<file path="config.mk">
export PLATFORM = sky130hd
export DESIGN_NAME = ifid_pipe
export DESIGN_NICKNAME = d
export VERILOG_FILES = /design/src/rtl/ifid_pipe.sv
export SDC_FILE = /design/constraint.sdc
export NUM_CORES = 1
export LEC_CHECK = 0
export BUFFER_PORTS_ARGS = -buffer_cell sky130_fd_sc_hd__buf_2
export CAP_MARGIN = 20
export CORE_UTILIZATION = 49
export CTS_BUF_LIST = sky130_fd_sc_hd__clkbuf_4 sky130_fd_sc_hd__clkbuf_8
export DETAILED_ROUTE_END_ITERATION = 7
export HOLD_SLACK_MARGIN = 0.08
export PLACE_DENSITY = 0.82
export SYNTH_ARGS = -nofsm -noshare
export SYNTH_HDL_FRONTEND = slang
export SYNTH_SLANG_ARGS = --single-unit
export TNS_END_PERCENT = 30
</file>
<file path="constraint.sdc">
create_clock -name clk -period 2.9 [get_ports clk]
set_clock_uncertainty 0.2 [all_clocks]
set_input_delay 0.58 -clock clk [delete_from_list [all_inputs] [get_ports clk]]
set_output_delay 0.58 -clock clk [all_outputs]
set_load 0.005 [all_outputs]
</file>
<file path="src/rtl/ifid_pipe.sv">
// IF/ID pipeline register with stall/flush sequencing for the 5-stage MIPS core.
// Also counts stalls and flushes, and forces a stalled pipe to move on after MAX_STALL cycles.
module ifid_pipe #(
  parameter int                DATA_W    = 32,
  parameter logic [DATA_W-1:0] NOP_INSTR = '0,
  parameter int                CNT_W     = 16,
  parameter int                MAX_STALL = 3
) (
  input  logic              clk,
  input  logic              rst,
  input  logic [DATA_W-1:0] if_pc4,
  input  logic [DATA_W-1:0] if_instr,
  input  logic              if_valid,
  input  logic              hazard,
  input  logic              flush,
  output logic [DATA_W-1:0] id_pc4,
  output logic [DATA_W-1:0] id_instr,
  output logic              id_valid,
  output logic              pc_write,
  output logic              idex_bubble,
  output logic [CNT_W-1:0]  stall_count,
  output logic [CNT_W-1:0]  flush_count,
  output logic              stall_timeout
);

  localparam int RL_W = (MAX_STALL < 1) ? 1 : $clog2(MAX_STALL + 1);
  localparam logic [RL_W-1:0] RL_MAX = RL_W'(MAX_STALL);

  localparam logic [0:0] S_RUN   = 1'b0;
  localparam logic [0:0] S_STALL = 1'b1;

  logic [0:0]      state;
  logic [RL_W-1:0] run_len;
  logic            stall_eff;
  logic            watchdog;

  // A hazard only holds the pipe when decode has a real instruction to protect.
  assign stall_eff   = hazard & id_valid & ~flush & (run_len < RL_MAX);
  assign watchdog    = (state == S_STALL) & hazard & ~flush & (run_len == RL_MAX);
  assign pc_write    = ~stall_eff;
  assign idex_bubble = stall_eff;

  always_ff @(posedge clk) begin
    if (rst) begin
      id_pc4        <= '0;
      id_instr      <= NOP_INSTR;
      id_valid      <= 1'b0;
      run_len       <= '0;
      state         <= S_RUN;
      stall_count   <= '0;
      flush_count   <= '0;
      stall_timeout <= 1'b0;
    end else if (flush) begin
      id_pc4   <= '0;
      id_instr <= NOP_INSTR;
      id_valid <= 1'b0;
      run_len  <= '0;
      state    <= S_RUN;
      if (flush_count != {CNT_W{1'b1}})
        flush_count <= flush_count + CNT_W'(1);
    end else if (stall_eff) begin
      run_len <= run_len + RL_W'(1);
      state   <= S_STALL;
      if (stall_count != {CNT_W{1'b1}})
        stall_count <= stall_count + CNT_W'(1);
    end else begin
      id_pc4   <= if_pc4;
      id_instr <= if_valid ? if_instr : NOP_INSTR;
      id_valid <= if_valid;
      run_len  <= '0;
      state    <= S_RUN;
      if (watchdog)
        stall_timeout <= 1'b1;
    end
  end

endmodule

</file>
---- Word-level counts from Yosys, hierarchy flattened ----
Index checks and enable logic that the tools add are counted.
operators by class
  equality and inequality tests ........... 3
  magnitude comparators ................... 1
  multiply operators ...................... 0
  add/subtract/negate cells ............... 3
  reductions and logical operators ........ 5
  bitwise logic cells ..................... 8
  shift operators ......................... 0
  div/mod/pow operators ................... 0
  multiplexer cells ....................... 2
operators with widths
  kind                     number
  $add A16 B1 Y16 const B  2
  $mux W32                 1
  $ne A16 B16 Y1 const B   2
  $and A1 B1 Y1            6
  $reduce_and A3 Y1        2
  $reduce_or A3 Y1         1
  $add A2 B1 Y2 const B    1
  $eq A2 B2 Y1 const B     1
  $lt A2 B2 Y1 const B     1
  $not A1 Y1               2
  $reduce_and A2 Y1        1
  $reduce_or A2 Y1         1
  $mux W1                  1
storage, ports and cells
  register bits ........................... 101
  RAM bits ................................ 0
  output and inout bits ................... 100
  memories kept ........................... 0
  input bits .............................. 69
  ROM bits ................................ 0
  word-level logic and storage cells ...... 30
  latch bits .............................. 0

---- Longest topological paths before layout ----
  depth after elaboration ................. 5
  mapped depth ............................ 8
  depth with buffers taken out ............ 6

---- Worst setup path before layout ----
No wires, ideal clock.
  path type ............................... input -> register
  start ................................... input flush
  end ..................................... register stall_count[13]
  data arrival time ....................... 2.176 ns
  data required time ...................... 2.579 ns
  buffers on the path ..................... 1
  cell stages on the path ................. 6
  setup time .............................. 0.121 ns
  setup slack ............................. 0.403 ns
  cells stage by stage .................... and4bb_4 -> inv_2 -> or4_1 -> clkbuf_2 -> nor4b_1 -> mux2_2
between the ends
  word-level cells in the longest chain between the ends .. 4
ends and longest elaborated chain
  item                             RTL line  RTL
  start, declared                  15        input logic flush,
  $not A1 Y1 (no line) (*)         -
  $and A1 B1 Y1 (2 in a row)       38        assign stall_eff = hazard & id_valid & ~flush & (run_len < RL_MAX);
  $reduce_and A3 Y1 (no line) (*)  -
  end signal, assigned             65        stall_count <= stall_count + CNT_W'(1);
  end, declared                    21        output logic [CNT_W-1:0] stall_count,
Every way passes the cells marked *; elsewhere a longest branch is shown, timed or not.
A chain may end at the register's enable or synchronous reset.

---- Final worst setup path ----
  start ................................... register run_len[0]
  end ..................................... output idex_bubble
between the ends
  word-level cells in the longest chain between the ends .. 2
ends and longest elaborated chain
  item                    RTL line  RTL
  start, declared         33        logic [RL_W-1:0] run_len;
  start signal, assigned  62        run_len <= run_len + RL_W'(1);
  $lt A2 B2 Y1            38
  $and A1 B1 Y1           38
  end, declared           20        output logic idex_bubble,
No other way between the ends.

==> impl_metrics.ini <==
[outcome]
outcome = finished clean

[yosys]
synth_top_cells_by_area = dfxtp_1, nand2_1, a21oi_1, nand3_1, a22o_1
syn-cell-area_mm2 = 0.00394
async_flop_share = 0
yosys_warnings = 0
ys_types = 45
yosys_most_used_dff = dfxtp_1
yosysSeqAreaShare = 0.513
synthesis.nets = 534
synth_top_area_frac = 0.513
netlist_instances = 462
yosys.area.top_type = dfxtp_1
syn_area_per_cell_um2 = 8.53
synth_edf_count = 0
synth-seq-cells = 101

[timing]
finalSetupViolCount = 0
rsz0062_at_grt = no
relSlewSlack = 0.417
finalSetupTns_ps = 0
fin_crit_sh = 0.932
hold_viol = 0
worst_slew_pin_slew_ps = 871
maxSlewViolCount = 0
fmax_ghz = 0.370
fin_crit_ps = 2700

[placed_design]
gp_congestion = 0.791
port_buffers = 168
placed_area_mm2 = 0.00486
hpwl_um = 7150

[setup_path]
worstSetupStartpointType = flip-flop
reg2reg_depth = 6
r2r-end = stall_count[13]$_SDFFE_PP0P_
timing.rr.start = run_len[0]$_SDFF_PP0_
worstPathCellList = ha_1 > and4bb_4 > buf_4 > buf_2
r2r_slack_ps = 380
slowest_stage = buf_4
cp_data_arrival_time_ps = 1920
path_class = reg -> out
critical_path.max_stage_delay_ps = 480
critical_path_required_ps = 2120
end_kind = output pin
worstPathMaxFanout = 58

[clock_tree]
htree_levels = 3
numClockSinks = 101
post_cts_resized = 0
cts_root_buf = clkbuf_8
cts_tree = built
cts_buffers = 9
cts_setup_buffers = 0
cts_hold_buf = 0
insertion_delay_ps = 360
clk_path_buf_depth = 2
clk_pin_slew_ps = 100

[route]
drt_iter0_drc = 207
drt-pass1-iter-count = 4
drtAntennaViolNets = 0
vias = 4015
routed_wl_um = 10300
drc_errors = 0
post_drt_via_cell_ratio = 5.52
wire_per_inst_um = 14.2

[pwr]
leakage_nw = 2.35
ir_worst_vdd_mv = 0.303
power_density_mw_per_mm2 = 529
finalPower_mw = 2.70

[grt]
track_usage = 0.245
grt_pass1_vias = 3747
antenna_found_initial = 0
grt_max_degree = 59
grt_pass1_wl_um = 16600
overflow = 0

[final_layout]
layout_common_cells = buf_2, dfxtp_1, nand2_1
nets = 692
fillers = 684
fin_area_mm2 = 0.00510
multi_input_area_mm2 = 0.00179
seq_area_mm2 = 0.00202
layout_commonest_cell = buf_2
drive_gt1_frac = 0.323
area_growth_pct = 29.5
diodes = 0

[flow_run]
drv_cap = 0

[die]
fp.dieArea_mm2 = 0.00841
start_util = 0.508
fp.coreArea_mm2 = 0.00777
fp.dieH_um = 91.7
num_rows = 32
dieWidth_um = 91.7
pin_count = 169

[min_path]
min_to = id_instr[1]$_SDFFE_PP0P_
hp-class = in -> reg
holdPathStages = 2
min_from = if_instr[1]
## cells by family (layout without fill, tap and decap cells)
| kind of cell | after synthesis | after routing | share of synthesized area |
|---|---|---|---|
| mux | 7 | 7 | 0.0197 |
| compound gates | 108 | 108 | 0.167 |
| simple gates | 207 | 207 | 0.254 |
| xor+xnor | 2 | 2 | 0.00444 |
| flops | 101 | 101 | 0.513 |
| buf+inv | 34 | 197 | 0.0327 |
| fa+ha+maj | 3 | 3 | 0.00952 |
## layer usage
metal,part of all wire,vias up,track usage,wire length [um]
met5,0,-,0,0
met3,0.067,18,0.0580,689
li1,-,1962,-,-
met1,0.41,1893,0.289,4250
met2,0.50,142,0.422,5160
met4,0.019,0,0.108,193
## flip-flops by register name, indices dropped and copies added, names as in the netlist
signal         cells
id_instr          32
id_pc4            32
flush_count       16
stall_count       16
run_len            2
id_valid           1
stall_timeout      1
state              1
## report_power, final
group	internal (mW)	total (mW)	switching, mW	leakage [nW]
sequential	1.42	1.44	0.0211	0.822
combinational	0.0839	0.177	0.0928	1.40
clock	0.597	1.08	0.482	0.127
total	2.10	2.70	0.596	2.35
## Yosys cell counts, drive strengths merged (6+ instances only)
cell / instances
inv: 6
a21oi: 63
nand3: 28
dfxtp: 101
or3: 7
o21ai: 8
nor3: 15
clkbuf: 21
nand4: 8
buf: 7
nor2b: 6
mux2: 6
a22o: 13
nand2: 95
nor2: 19
nor4: 6
## worst max-delay path: cells and delay by family, from the launching register on
kind	cells	cell delay (ps)
AND/OR/NAND/NOR	1	340
adder cells (fa/ha/maj)	1	200
buffers and inverters	2	700
flip-flops	1	320
## metrics by stage
step,hold slack (ps),worst slack (ps),util,std cells
final,223,196,0.657,727
after global routing,222,91.4,0.657,727
after floorplan,208,403,-,462
after global placement,216,245,0.625,711
after detailed placement,225,197,0.625,711
after CTS,208,171,0.657,727
## cell type report
class / count / area share
Clock inverter: 6 / 0.0213
Sequential cell: 101 / 0.396
Multi-Input combinational cell: 327 / 0.351
Inverter: 6 / 0.00441
Timing Repair Buffer: 175 / 0.175
Clock buffer: 10 / 0.0270
Tap cell: 102 / 0.0250
## worst max-delay path by stage
stage,slack (ps),depth (start not counted),startpoint,to
after detailed placement,200,6,flush,stall_count[13]$_SDFFE_PP0P_
after global routing,90,4,run_len[0]$_SDFF_PP0_,idex_bubble
final,200,4,run_len[0]$_SDFF_PP0_,idex_bubble
after global placement,250,6,flush,stall_count[13]$_SDFFE_PP0P_
after CTS,170,4,run_len[0]$_SDFF_PP0_,idex_bubble
after floorplan,400,6,flush,stall_count[13]$_SDFFE_PP0P_
Power figures use the tool's default switching activity.
